[config.mk]
export PLATFORM = sky130hd
export DESIGN_NAME = gpio_write_master
export DESIGN_NICKNAME = d
export VERILOG_FILES = /design/src/rtl/ising_config_pkg.sv /design/src/rtl/gpio_wr_fifo.sv /design/src/rtl/gpio_write_master.sv
export SDC_FILE = /design/constraint.sdc
export NUM_CORES = 1
export LEC_CHECK = 0
export CAP_MARGIN = 20
export CORE_MARGIN = 4
export CORE_UTILIZATION = 51
export CTS_CLUSTER_DIAMETER = 40
export DETAILED_ROUTE_END_ITERATION = 6
export PLACE_DENSITY = 0.71
export SYNTH_ARGS = -nofsm -noshare
export SYNTH_HDL_FRONTEND = slang
export SYNTH_HIERARCHICAL = 1
export SYNTH_SLANG_ARGS = --single-unit
export TNS_END_PERCENT = 1
[constraint.sdc]
create_clock -name clk -period 6.7 [get_ports clk]
set_input_delay 2.01 -clock clk [delete_from_list [all_inputs] [get_ports clk]]
set_output_delay 2.01 -clock clk [all_outputs]
set_load 0.05 [all_outputs]
[src/rtl/ising_config_pkg.sv]
// Shared configuration for the Ising fabric: GPIO configuration-bus field
// placement, write-pacing defaults and the GPIO transmitter state type.
package ising_config;

  localparam int gpio_bus_width  = 32;
  localparam int gpio_addr_start = 0;
  localparam int gpio_addr_end   = 15;
  localparam int gpio_addr_width = gpio_addr_end - gpio_addr_start + 1;
  localparam int gpio_data_start = 16;
  localparam int gpio_data_end   = 23;
  localparam int gpio_data_width = gpio_data_end - gpio_data_start + 1;
  localparam int gpio_w_clk_bit  = 24;

  localparam int GPIO_SETUP_CYC  = 2;
  localparam int GPIO_STROBE_CYC = 4;
  localparam int GPIO_HOLD_CYC   = 2;

  typedef enum logic [1:0] {
    IDLE   = 2'd0,
    SETUP  = 2'd1,
    STROBE = 2'd2,
    HOLD   = 2'd3
  } gpio_tx_state_t;

  function automatic int max3(input int a, input int b, input int c);
    int m;
    m = (a > b) ? a : b;
    return (m > c) ? m : c;
  endfunction

endpackage

[src/rtl/gpio_wr_fifo.sv]
// Request queue for the GPIO write master: power-of-two deep synchronous FIFO
// with registered empty/full flags and first-word-fall-through read data.
module gpio_wr_fifo #(
  parameter int DEPTH_LOG2 = 4,
  parameter int WIDTH      = 24
) (
  input  logic             clk_i,
  input  logic             rst_ni,
  input  logic             push_i,
  input  logic [WIDTH-1:0] wdata_i,
  input  logic             pop_i,
  output logic [WIDTH-1:0] rdata_o,
  output logic             empty_o,
  output logic             full_o
);

  localparam int DEPTH = 1 << DEPTH_LOG2;

  logic [WIDTH-1:0]      mem_q [DEPTH];
  logic [DEPTH_LOG2-1:0] wr_ptr_q, rd_ptr_q;
  logic [DEPTH_LOG2:0]   count_q, count_d;
  logic                  empty_q, full_q;
  logic                  do_push, do_pop;

  assign do_push = push_i && !full_q;
  assign do_pop  = pop_i && !empty_q;

  always_comb begin
    count_d = count_q;
    if (do_push && !do_pop)      count_d = count_q + 1'b1;
    else if (!do_push && do_pop) count_d = count_q - 1'b1;
  end

  // Pointers wrap naturally because the depth is a power of two.
  always_ff @(posedge clk_i or negedge rst_ni) begin
    if (!rst_ni) begin
      wr_ptr_q <= '0;
      rd_ptr_q <= '0;
      count_q  <= '0;
      empty_q  <= 1'b1;
      full_q   <= 1'b0;
    end else begin
      if (do_push) wr_ptr_q <= wr_ptr_q + 1'b1;
      if (do_pop)  rd_ptr_q <= rd_ptr_q + 1'b1;
      count_q <= count_d;
      empty_q <= (count_d == '0);
      full_q  <= (count_d == (DEPTH_LOG2 + 1)'(DEPTH));
    end
  end

  always_ff @(posedge clk_i) begin
    if (do_push) mem_q[wr_ptr_q] <= wdata_i;
  end

  assign rdata_o = mem_q[rd_ptr_q];
  assign empty_o = empty_q;
  assign full_o  = full_q;

endmodule

[src/rtl/gpio_write_master.sv]
// Fabric-side GPIO configuration writer: drains queued (addr, data) pairs onto
// the GPIO word with paced setup / strobe / hold windows.
module gpio_write_master
  import ising_config::*;
#(
  parameter int FIFO_DEPTH_LOG2 = 4,
  parameter int SETUP_CYC       = GPIO_SETUP_CYC,
  parameter int STROBE_CYC      = GPIO_STROBE_CYC,
  parameter int HOLD_CYC        = GPIO_HOLD_CYC
) (
  input  logic                       clk,
  input  logic                       rst,
  input  logic                       wr_valid,
  output logic                       wr_ready,
  input  logic [gpio_addr_width-1:0] wr_addr,
  input  logic [gpio_data_width-1:0] wr_data,
  output logic [gpio_bus_width-1:0]  gpio_out,
  output logic                       busy,
  output logic [15:0]                writes_done,
  output gpio_tx_state_t             state_dbg_o
);

  localparam int CNT_W  = $clog2(max3(SETUP_CYC, STROBE_CYC, HOLD_CYC));
  localparam int FIFO_W = gpio_data_width + gpio_addr_width;
  localparam logic [CNT_W-1:0] SETUP_LAST  = CNT_W'(SETUP_CYC - 1);
  localparam logic [CNT_W-1:0] STROBE_LAST = CNT_W'(STROBE_CYC - 1);
  localparam logic [CNT_W-1:0] HOLD_LAST   = CNT_W'(HOLD_CYC - 1);

  // Handshake: a request is taken on a rising edge where wr_valid && wr_ready;
  // wr_ready is the registered !full, so a same-cycle pop never frees a slot.
  gpio_tx_state_t             state_q;
  logic [CNT_W-1:0]           cnt_q;
  logic [gpio_addr_width-1:0] addr_q;
  logic [gpio_data_width-1:0] data_q;
  logic                       strobe_q;
  logic [15:0]                done_q;

  logic              fifo_empty, fifo_full, load;
  logic [FIFO_W-1:0] fifo_rdata;

  gpio_wr_fifo #(
    .DEPTH_LOG2(FIFO_DEPTH_LOG2),
    .WIDTH     (FIFO_W)
  ) u_fifo (
    .clk_i  (clk),
    .rst_ni (rst),
    .push_i (wr_valid),
    .wdata_i({wr_data, wr_addr}),
    .pop_i  (load),
    .rdata_o(fifo_rdata),
    .empty_o(fifo_empty),
    .full_o (fifo_full)
  );

  // A new word is loaded from IDLE or straight out of the last HOLD cycle.
  assign load = !fifo_empty &&
                ((state_q == IDLE) || ((state_q == HOLD) && (cnt_q == HOLD_LAST)));

  always_ff @(posedge clk or negedge rst) begin
    if (!rst) begin
      state_q  <= IDLE;
      cnt_q    <= '0;
      addr_q   <= '0;
      data_q   <= '0;
      strobe_q <= 1'b0;
      done_q   <= '0;
    end else begin
      if (load) {data_q, addr_q} <= fifo_rdata;
      case (state_q)
        IDLE: begin
          if (load) begin
            cnt_q   <= '0;
            state_q <= SETUP;
          end
        end
        SETUP: begin
          if (cnt_q == SETUP_LAST) begin
            cnt_q    <= '0;
            strobe_q <= 1'b1;
            state_q  <= STROBE;
          end else begin
            cnt_q <= cnt_q + 1'b1;
          end
        end
        STROBE: begin
          if (cnt_q == STROBE_LAST) begin
            cnt_q    <= '0;
            strobe_q <= 1'b0;
            done_q   <= done_q + 16'd1;
            state_q  <= HOLD;
          end else begin
            cnt_q <= cnt_q + 1'b1;
          end
        end
        HOLD: begin
          if (cnt_q == HOLD_LAST) begin
            cnt_q   <= '0;
            state_q <= load ? SETUP : IDLE;
          end else begin
            cnt_q <= cnt_q + 1'b1;
          end
        end
        default: begin
          cnt_q    <= '0;
          strobe_q <= 1'b0;
          state_q  <= IDLE;
        end
      endcase
    end
  end

  always_comb begin
    gpio_out = '0;
    gpio_out[gpio_addr_end:gpio_addr_start] = addr_q;
    gpio_out[gpio_data_end:gpio_data_start] = data_q;
    gpio_out[gpio_w_clk_bit]                = strobe_q;
  end

  assign wr_ready    = !fifo_full;
  assign busy        = (state_q != IDLE) || !fifo_empty;
  assign writes_done = done_q;
  assign state_dbg_o = state_q;

endmodule

==> results.sh <==
export IMPL_status="complete, no violations"
export IMPL_ir_worst_vdd_mv=0.2631
export IMPL_crit_type="reg -> out"
export IMPL_synth_edff_count=384
export IMPL_met2_usage_pct=32.26
export IMPL_final_nets=997
export IMPL_final_fill_count=2341
export IMPL_met3_usage_pct=3.166
export IMPL_synth_async_reset_ratio_pct=13.51
export IMPL_ys_ff_latch=444
export IMPL_diodes=0
export IMPL_grt_pass1_vias=8697
export IMPL_synthMostInstantiatedCell="edfxtp_1"
export IMPL_postSynthAreaPerCell_um2=20.57
export IMPL_syn_inst=846
export IMPL_fin_crit_sh_pct=64.98
export IMPL_synth_cell_area_mm2=0.01740
export IMPL_core_mm2=0.03362
export IMPL_r2r_start="u_fifo/rd_ptr_q[1]"
export IMPL_path_common_cell="inv_1"
export IMPL_ant_nets=0
export IMPL_cts_tree="built"
export IMPL_crit_fanout=5
export IMPL_cp_cell_sequence="inv_1 > ha_1 > and2_1 > inv_1 > clkdlybuf4s50_1"
export IMPL_start_util_pct=51.77
export IMPL_hold_viol=0
export IMPL_area_growth_pct=17.65
export IMPL_dp_cells=1347
export IMPL_yosysWarnings=6
export IMPL_vias=8383
export IMPL_multi_input_area_mm2=0.004074
export IMPL_ys_seq_area_share_pct=74.90
export IMPL_cpLargestDelayFamily="buffers and inverters"
export IMPL_postCtsSetupBuffers=0
export IMPL_cts_resized=0
export IMPL_clk_latency_ns=0.56
export IMPL_register_area_mm2=0.01304
export IMPL_busiest_layer="met2"
export IMPL_synthDistinctLibCells=45
export IMPL_final_area_mm2=0.02047
export IMPL_leakage_nw=6.887
export IMPL_crit_slowest_cell="clkdlybuf4s50_1"
export IMPL_core_rowCount=67
export IMPL_wl_mm=35.42
export IMPL_worstSetupStartpoint="state_dbg_o[0]"
export IMPL_first_pass_iters=5
export IMPL_synthTopCellsByCount="edfxtp_1 (384), mux4_2 (96), dfrtp_1 (59)"
export IMPL_max_stage_delay_ns=0.79
export IMPL_cp_num_buf_inv=3
export IMPL_rsz0062_at_grt="false"
export IMPL_grt_ovfl_total=0
export IMPL_final_util_pct=60.90
export IMPL_grt_first_pass_wirelength_mm=54.23
export IMPL_startpoint_type="register"
export IMPL_portBuffers=71
export IMPL_hp_start="writes_done[15]"
export IMPL_chipWidth_um=192.7
export IMPL_clockBufferDepth=3
export IMPL_viasPerCell=5.797
export IMPL_wl_per_cell_um=24.49
export IMPL_fmax_mhz=229.7
export IMPL_setup_viol=0
export IMPL_tns_ns=0
export IMPL_p_per_area_mw_per_mm2=451.2
export IMPL_clk_pin_slew_ns=0.06
export IMPL_placed_area_mm2=0.01865
export IMPL_cts_hold_buf=0
export IMPL_slew_headroom_pct=24.05
export IMPL_layout_setup_ws_ns=2.346
export IMPL_track_usage_pct=19.53
export IMPL_fp_dieH_um=192.7
export IMPL_drt_initial_drc_count=750
export IMPL_grt_max_degree=72
export IMPL_gp_congestion=0.7608
export IMPL_worst_pin_slew_ns=1.139
export IMPL_arrival_ns=2.34
export IMPL_fin_cells=1446
export IMPL_drv_slew=0
export IMPL_ys_flop_type="edfxtp_1"
export IMPL_cts_sinks=444
export IMPL_maxCapViolCount=0
export IMPL_cts_buffers=53
export IMPL_fin_crit_ns=4.354
export IMPL_drc=0
export IMPL_ioPinCount=79
export IMPL_dieArea_mm2=0.03714
export IMPL_antenna_found_initial=0
export IMPL_synth_top_area_share_pct=66.26
export IMPL_cts_root_buf="clkbuf_16"
export IMPL_min_path_type="reg -> reg"
export IMPL_gr_usage_met1_pct=28.01
export IMPL_finalClockSkew_ns=0.02016
export IMPL_yosys_area_top_type="edfxtp_1"
export IMPL_cp_data_required_time_ns=4.69
export IMPL_crit_path_end_kind="primary output"
export IMPL_drive_above_1_share_pct=26.45
export IMPL_ctsHtreeMaxLevel=2
export IMPL_synth_area_top_cells="edfxtp_1 (66%), mux4_2 (12%), dfrtp_1 (8.5%), mux2_2 (1.6%), a22oi_1 (1.3%)"
export IMPL_pre_cts_ws_ns=1.761
export IMPL_hpwl_mm=20.48
layout by cell type, fill, tap and decap left out, types with 4 or more instances in the layout:
master,Yosys,layout
o21ai_0,9,9
conb_1,1,7
clkinv_1,0,4
inv_1,15,15
ha_1,16,16
mux4_2,96,96
clkinvlp_4,0,5
nand3_1,8,8
xnor2_1,21,21
a22oi_1,31,31
buf_4,13,18
inv_6,0,11
clkbuf_1,14,4
clkinv_4,0,6
mux2_2,25,25
dfrtp_1,59,57
nand4_1,4,4
clkbuf_16,0,53
clkdlybuf4s50_1,0,70
bufinv_16,0,7
nor2_1,10,9
clkinv_2,0,5
edfxtp_1,384,384
nand2_1,41,41
a22oi_2,18,18
and2_1,19,19
nor3_1,7,7
cells by family (layout without fill, tap and decap cells):
family          count (synthesis)  after routing  share of synthesized area, %
compound gates                 69             69                         3.365
xor+xnor                       24             24                         1.208
fa+ha+maj                      16             16                         1.150
buf+inv                        60            206                         1.920
flops                         444            444                         74.90
mux                           121            121                         14.04
other cells                     1              7                       0.02155
simple gates                  111            111                         3.394
through the flow:
step / hold WS, ns / total power, mW
2_1_floorplan: 0.4706 / 5.603
3_3_place_gp: 0.4619 / 6.344
3_5_place_dp: 0.4692 / 6.401
4_1_cts: 0.4768 / 9.339
5_1_grt: 0.5051 / 9.658
6_report: 0.4741 / 9.238
path summary, 6_finish.rpt:
| check | endpoint | slack [ns] | cells past startpoint |
|---|---|---|---|
| max in group asynchronous | u_fifo/rd_ptr_q[0] | 4.45 | 1 |
| min reg2reg | writes_done[15] | 0.47 | 1 |
| max | busy | 2.35 | 5 |
| min in group asynchronous | addr_q[3] | 1.58 | 1 |
| max reg2reg | data_q[3] | 3.63 | 5 |
| min | writes_done[15] | 0.47 | 1 |
layout make-up:
type                       count  area share (%)
inverter                      15          0.2750
clock buffer                  59           6.686
timing repair buffer          92           4.461
sequential                   444           63.70
multi-input combinational    348           19.90
tap                          448           2.738
clock inverter                40           2.243
layer usage:
metal	part of all wire [%]	routed length, um
met2	51	17940
met3	5.2	1838
met5	0	0
met1	43	15100
met4	1.5	540
worst reg2reg max path, cell delays in order (launching register included):
cell     delay (ns)
dfrtp_4        1.05
buf_4          0.65
mux4_2         0.44
a22oi_1        0.41
nand2_1        0.12
mux2_2         0.27
sequential cells by signal, summed over array words and instances (netlist names):
signal / count
state_dbg_o: 2
strobe_q: 1
u_fifo/count_q: 5
writes_done: 16
data_q: 8
u_fifo/rd_ptr_q: 4
addr_q: 16
u_fifo/full_o: 1
u_fifo/mem_q: 384
u_fifo/wr_ptr_q: 4
cnt_q: 2
u_fifo/empty_o: 1
power by group:
part	switching [mW]	internal, mW
logic	1.48	1.16
registers	0.284	3.39
clock network	1.15	1.77
total	2.91	6.33
Power figures use the tool's default switching activity.
